## config.mk

```make
export PLATFORM = sky130hd
export DESIGN_NAME = npu_layer_seq
export DESIGN_NICKNAME = d
export VERILOG_FILES = /design/src/rtl/npu_layer_seq_pkg.sv /design/src/rtl/npu_down_counter.sv /design/src/rtl/npu_layer_seq.sv
export SDC_FILE = /design/constraint.sdc
export NUM_CORES = 1
export LEC_CHECK = 0
export BUFFER_PORTS_ARGS = -buffer_cell sky130_fd_sc_hd__buf_4
export CAP_MARGIN = 5
export CORE_MARGIN = 2
export CORE_UTILIZATION = 40
export CTS_CLUSTER_SIZE = 20
export DETAILED_ROUTE_END_ITERATION = 10
export PLACE_DENSITY = 0.57
export SLEW_MARGIN = 20
export SYNTH_ARGS = -nofsm -noshare
export SYNTH_HDL_FRONTEND = slang
export SYNTH_HIERARCHICAL = 1
export SYNTH_SLANG_ARGS = --single-unit
```

## constraint.sdc

```tcl
create_clock -name clk -period 3.9 [get_ports clk]
set_input_delay 0.39 -clock clk [delete_from_list [all_inputs] [get_ports clk]]
set_output_delay 0.39 -clock clk [all_outputs]
set_load 0.01 [all_outputs]
```

## src/rtl/npu_layer_seq_pkg.sv

```systemverilog
// Shared definitions for the NPU layer sequencer: FSM state codes, size defaults
// and the state-to-strobe decode used by the top.
package npu_layer_seq_pkg;

   localparam int CW_DEF      = 16;
   localparam int NW_DEF      = 8;
   localparam int SHIFT_N_DEF = 4;

   localparam logic [2:0] ST_IDLE  = 3'd0;
   localparam logic [2:0] ST_LOAD  = 3'd1;
   localparam logic [2:0] ST_ACC   = 3'd2;
   localparam logic [2:0] ST_RELU  = 3'd3;
   localparam logic [2:0] ST_PLOAD = 3'd4;
   localparam logic [2:0] ST_SHIFT = 3'd5;
   localparam logic [2:0] ST_DONE  = 3'd6;

   typedef struct packed {
      logic en_buf_in;
      logic clr_buf_in;
      logic en_mac;
      logic rst_mac;
      logic en_relu;
      logic clr_piso_out;
      logic en_piso_out;
      logic shift_out;
      logic wr_en;
   } strobe_t;

   // Moore decode: strobes depend on the registered state only.
   function automatic strobe_t decode_strobes(input logic [2:0] st);
      strobe_t s;
      s = '0;
      case (st)
         ST_LOAD: begin
            s.rst_mac      = 1'b1;
            s.clr_buf_in   = 1'b1;
            s.clr_piso_out = 1'b1;
         end
         ST_ACC: begin
            s.en_mac    = 1'b1;
            s.en_buf_in = 1'b1;
         end
         ST_RELU:  s.en_relu     = 1'b1;
         ST_PLOAD: s.en_piso_out = 1'b1;
         ST_SHIFT: begin
            s.shift_out = 1'b1;
            s.wr_en     = 1'b1;
         end
         default: ;
      endcase
      return s;
   endfunction

endpackage

```

## src/rtl/npu_down_counter.sv

```systemverilog
// Loadable down counter that saturates at zero; tc flags the last count (value==1).
// One-cycle load/decrement, no wrap.
module npu_down_counter #(
   parameter int W = 8
) (
   input  logic         clk,
   input  logic         reset,
   input  logic         load,
   input  logic         en,
   input  logic [W-1:0] load_val,
   output logic [W-1:0] value,
   output logic         tc
);

   always_ff @(posedge clk) begin
      if (reset) begin
         value <= '0;
      end else if (load) begin
         value <= load_val;
      end else if (en && (value != '0)) begin
         value <= value - W'(1);
      end
   end

   assign tc = (value == W'(1));

endmodule

```

## src/rtl/npu_layer_seq.sv

```systemverilog
// Layer sequencer: per neuron LOAD, ACC x len, RELU, PLOAD, SHIFT x SHIFT_N, looped cfg_nout times.
// enable=0 freezes all state and zeroes the strobes; abort ends the run via DONE on the next cycle.
module npu_layer_seq
   import npu_layer_seq_pkg::*;
#(
   parameter int CW      = CW_DEF,
   parameter int NW      = NW_DEF,
   parameter int SHIFT_N = SHIFT_N_DEF
) (
   input  logic          clk,
   input  logic          reset,
   input  logic          enable,
   input  logic          start,
   input  logic          abort,
   input  logic [CW-1:0] cfg_len,
   input  logic [NW-1:0] cfg_nout,
   output logic          busy,
   output logic          done,
   output logic          err,
   output logic          en_buf_in,
   output logic          clr_buf_in,
   output logic          en_mac,
   output logic          rst_mac,
   output logic          en_relu,
   output logic          clr_piso_out,
   output logic          en_piso_out,
   output logic          shift_out,
   output logic          wr_en,
   output logic [NW-1:0] neuron_idx,
   output logic [CW-1:0] mac_cnt
);

   localparam int SW = $clog2(SHIFT_N + 1);

   logic [2:0]    state;
   logic [CW-1:0] len_q;
   logic [NW-1:0] nout_q;
   logic [SW-1:0] shift_cnt;
   logic          mac_tc;
   logic          shift_tc;
   logic          run_abort;
   logic          step;
   strobe_t       stb;

   // Abort only matters mid-run; in IDLE it merely blocks a simultaneous start.
   assign run_abort = abort && (state != ST_IDLE) && (state != ST_DONE);
   assign step      = enable && !run_abort;

   npu_down_counter #(.W(CW)) u_mac_cnt (
      .clk      (clk),
      .reset    (reset),
      .load     (step && (state == ST_LOAD)),
      .en       (step && (state == ST_ACC)),
      .load_val (len_q),
      .value    (mac_cnt),
      .tc       (mac_tc)
   );

   npu_down_counter #(.W(SW)) u_shift_cnt (
      .clk      (clk),
      .reset    (reset),
      .load     (step && (state == ST_PLOAD)),
      .en       (step && (state == ST_SHIFT)),
      .load_val (SW'(SHIFT_N)),
      .value    (shift_cnt),
      .tc       (shift_tc)
   );

   always_ff @(posedge clk) begin
      if (reset) begin
         state      <= ST_IDLE;
         err        <= 1'b0;
         len_q      <= '0;
         nout_q     <= '0;
         neuron_idx <= '0;
      end else if (enable) begin
         if (run_abort) begin
            state <= ST_DONE;
         end else begin
            case (state)
               ST_IDLE: begin
                  if (start && !abort) begin
                     if ((cfg_len == '0) || (cfg_nout == '0)) begin
                        err   <= 1'b1;
                        state <= ST_DONE;
                     end else begin
                        len_q      <= cfg_len;
                        nout_q     <= cfg_nout;
                        err        <= 1'b0;
                        neuron_idx <= '0;
                        state      <= ST_LOAD;
                     end
                  end
               end
               ST_LOAD:  state <= ST_ACC;
               ST_ACC:   if (mac_tc) state <= ST_RELU;
               ST_RELU:  state <= ST_PLOAD;
               ST_PLOAD: state <= ST_SHIFT;
               ST_SHIFT: begin
                  if (shift_tc) begin
                     // Compare before incrementing so an all-ones neuron count never wraps.
                     if (neuron_idx == nout_q - NW'(1)) begin
                        state <= ST_DONE;
                     end else begin
                        neuron_idx <= neuron_idx + NW'(1);
                        state      <= ST_LOAD;
                     end
                  end
               end
               ST_DONE:  state <= ST_IDLE;
               default:  state <= ST_IDLE;
            endcase
         end
      end
   end

   always_comb begin
      stb = '0;
      if (step) stb = decode_strobes(state);
   end

   assign en_buf_in    = stb.en_buf_in;
   assign clr_buf_in   = stb.clr_buf_in;
   assign en_mac       = stb.en_mac;
   assign rst_mac      = stb.rst_mac;
   assign en_relu      = stb.en_relu;
   assign clr_piso_out = stb.clr_piso_out;
   assign en_piso_out  = stb.en_piso_out;
   assign shift_out    = stb.shift_out;
   assign wr_en        = stb.wr_en;

   assign done = enable && (state == ST_DONE);
   assign busy = (state != ST_IDLE);

endmodule

```

==> metrics.cfg <==
[outcome]
status=complete, no violations

[synthesis]
yosys_warnings=6
synth_cell_types=81
yosys.area_share.simple_pct=32.3
ys_seq_elements=55
synth_xor_area_share_pct=2.90
synth_compound_area_share_pct=22.5
synthAdderAreaFrac_pct=2.63
synth_edf_count=0
yosys-mux-area-fraction_pct=0.301
seq_area_frac_synth_pct=33.1
synthArstFlopShare_pct=0
synth_top_family_by_area=simple AND/OR/NAND/NOR gates
synthCells=410
synth_area_um2=3330
syn_avg_cell_area_um2=8.11
ys.flop_type=dfxtp_1

[layout]
drive_gt1_share_pct=23.1
finalNonFillerCells=568
finalNetCount=498
nFillCells=822
final_area_um2=3950
syn_to_final_growth_pct=18.6
final_util_pct=48.5
diodes=0

[detailed_routing]
first_pass_iters=4
totalWireLength_um=8550
route.detailed.wl_per_inst_um=15.1
initialDrtViolationCount=150
vias=3165
ant_nets=0
drc_errors=0
via_per_inst=5.57

[place]
place_inst=560
dp_hpwl_um=6210
port-buffer-count=64
gp_congestion=0.783
place_area_um2=3840
dpl_worst_slack_ps=667

[power]
peakVddDrop_v=0.000250
fin_total_pwr_mw=2.50
power_frac_comb_pct=51.3
internal_power_mw=1.35
p_sw_mw=1.15
leakagePower_nw=1.50
p_per_area_nw_per_um2=635
p_seq_share_pct=34.7
p_clk_share_pct=14.1
p_sw_share_pct=46.0

[cts]
postCtsHoldBufs=0
cts-htree-levels=2
post_cts_buffers=0
cts_max_path_buffers=2
cts_tree=done
cts-root-buf=clkbuf_8
clkLatencyLatePin_ps=320
clk_pin_slew_ps=120
clock-sinks=55
cts_resized=0
cts_buffers=5

[global_routing]
grt_pass1_vias=2800
use_met3_pct=3.00
met2_usage_pct=31.4
track_usage_pct=19.2
met1_usage_pct=26.4
grt_pass1_wl_um=13800
grt_max_degree=54
grt_overflow=0
grt-busiest-layer=met2
antenna_found_initial=0

[critical_path]
critPathCaptureType=flop
start_kind=flop
arrival_ps=3510
worstSetupPathType=reg2reg
path_max_fanout=13
critPathRequiredTime_ps=4140

[timing]
max_clock_freq_mhz=305
setup_violations=0
period_minus_slack_ps=3280
max-slew-margin-rel_pct=34.7
setup_slack_ps=622
worstMarginPinSlew_ps=972
hold_viol_final=0
final_max_slew_viol_count=0
fin_crit_sh_pct=84.1
hold-worst-slack_ps=308
finClkSkew_ps=11.8
grt_setup_unrepaired=no
fin_tns_setup_ps=0

[min_path]
hp-class=in2reg

[flow_run]
cap_violations=0

[floorplanning]
start_util_pct=40.9
ios=65
fp.dieArea_um2=9060
chipWidth_um=95.2
num_rows=33
die_h_um=95.2
core_um2=8130

metal layers:
layer	wire, um	vias up
met4	91	0
met3	350	7
met2	4090	57
li1	-	1605
met5	0	-
met1	4020	1496
state kept, by name, indices dropped and copies added (netlist names):
name               count
err                    1
len_q                 16
neuron_idx             8
nout_q                 8
state                  3
u_mac_cnt/value       16
u_shift_cnt/value      3
layout by cell type (no fill, tap or decap), drive strengths merged, types with 5 or more instances in the layout:
master / Yosys / layout
nand2: 69 / 69
buf: 12 / 67
dfxtp: 55 / 55
a21oi: 40 / 40
nor2: 32 / 32
inv: 18 / 19
nor4: 11 / 11
nor3: 11 / 11
a311oi: 9 / 9
or4: 9 / 9
xor2: 8 / 8
o31ai: 8 / 8
nand3: 8 / 8
o21ai: 8 / 8
ha: 7 / 7
nand4: 6 / 6
a2111oi: 6 / 6
nor3b: 5 / 5
clkbuf: 11 / 5
a211oi: 5 / 5
critical path: stages (launching register included):
cell	delay (ps)
dfxtp_1	670
xor2_1	150
o21ai_2	170
and2_1	180
nand2_1	100
nor2_1	190
or4bb_1	510
or4b_4	570
or4_1	400
a311oi_1	250
power by group through the flow:
stage / logic [mW] / clock network (mW) / registers [mW]
after floorplan: 0.974 / 0 / 0.831
after detailed placement: 1.28 / 0 / 0.882
after global placement: 1.28 / 0 / 0.878
after global routing: 1.43 / 0.393 / 0.894
after CTS: 1.29 / 0.367 / 0.868
final: 1.28 / 0.352 / 0.868
layout make-up:
type / instances / area, um2 / share of cell area (%)
repair buffers: 67 / 503 / 12.7
flip-flops and latches: 55 / 1100 / 27.9
clock inverters: 3 / 33.8 / 0.856
multi-input cells: 315 / 2040 / 51.7
inverters: 18 / 67.6 / 1.71
clock buffers: 5 / 68.8 / 1.74
well taps: 105 / 131 / 3.33
Yosys cell counts, types with 3 or more instances:
cell / number / area, um2
a2111oi_0: 4 / 35.0
a211oi_1: 4 / 30.0
a21oi_1: 40 / 200
a311oi_1: 9 / 78.8
and2_1: 4 / 25.0
and3_1: 4 / 25.0
buf_2: 5 / 25.0
buf_4: 4 / 30.0
clkbuf_1: 10 / 37.5
dfxtp_1: 55 / 1100
ha_1: 7 / 87.6
inv_1: 17 / 63.8
nand2_1: 68 / 255
nand3_1: 7 / 35.0
nand4_1: 6 / 37.5
nand4b_1: 3 / 26.3
nor2_1: 32 / 120
nor2b_1: 4 / 25.0
nor3_1: 9 / 45.0
nor3b_1: 5 / 37.5
nor4_1: 9 / 56.3
nor4b_1: 3 / 26.3
o21ai_0: 5 / 25.0
o31ai_1: 8 / 60.1
or3_1: 3 / 18.8
or4_1: 7 / 52.6
xnor2_1: 3 / 26.3
xor2_1: 8 / 70.1
final timing paths:
path	start	to	slack, ps	depth (start not counted)
max	state[1]$_SDFFE_PP0P_	u_mac_cnt/value[14]$_SDFFE_PP0P_	620	9
min	cfg_nout[5]	nout_q[5]$_SDFFE_PP0P_	310	3
max reg2reg	state[1]$_SDFFE_PP0P_	u_mac_cnt/value[14]$_SDFFE_PP0P_	620	9
min reg2reg	len_q[2]$_SDFFE_PP0P_	len_q[2]$_SDFFE_PP0P_	470	2
cells by family after synthesis:
family	after synthesis
muxes	1
buffers and inverters	41
xor gates and xnor gates	11
AOI/OAI and AO/OA	103
DFF	55
and+or+nand+nor	190
other	2
adders and majority gates	7
(Power assumes the default switching activity.)
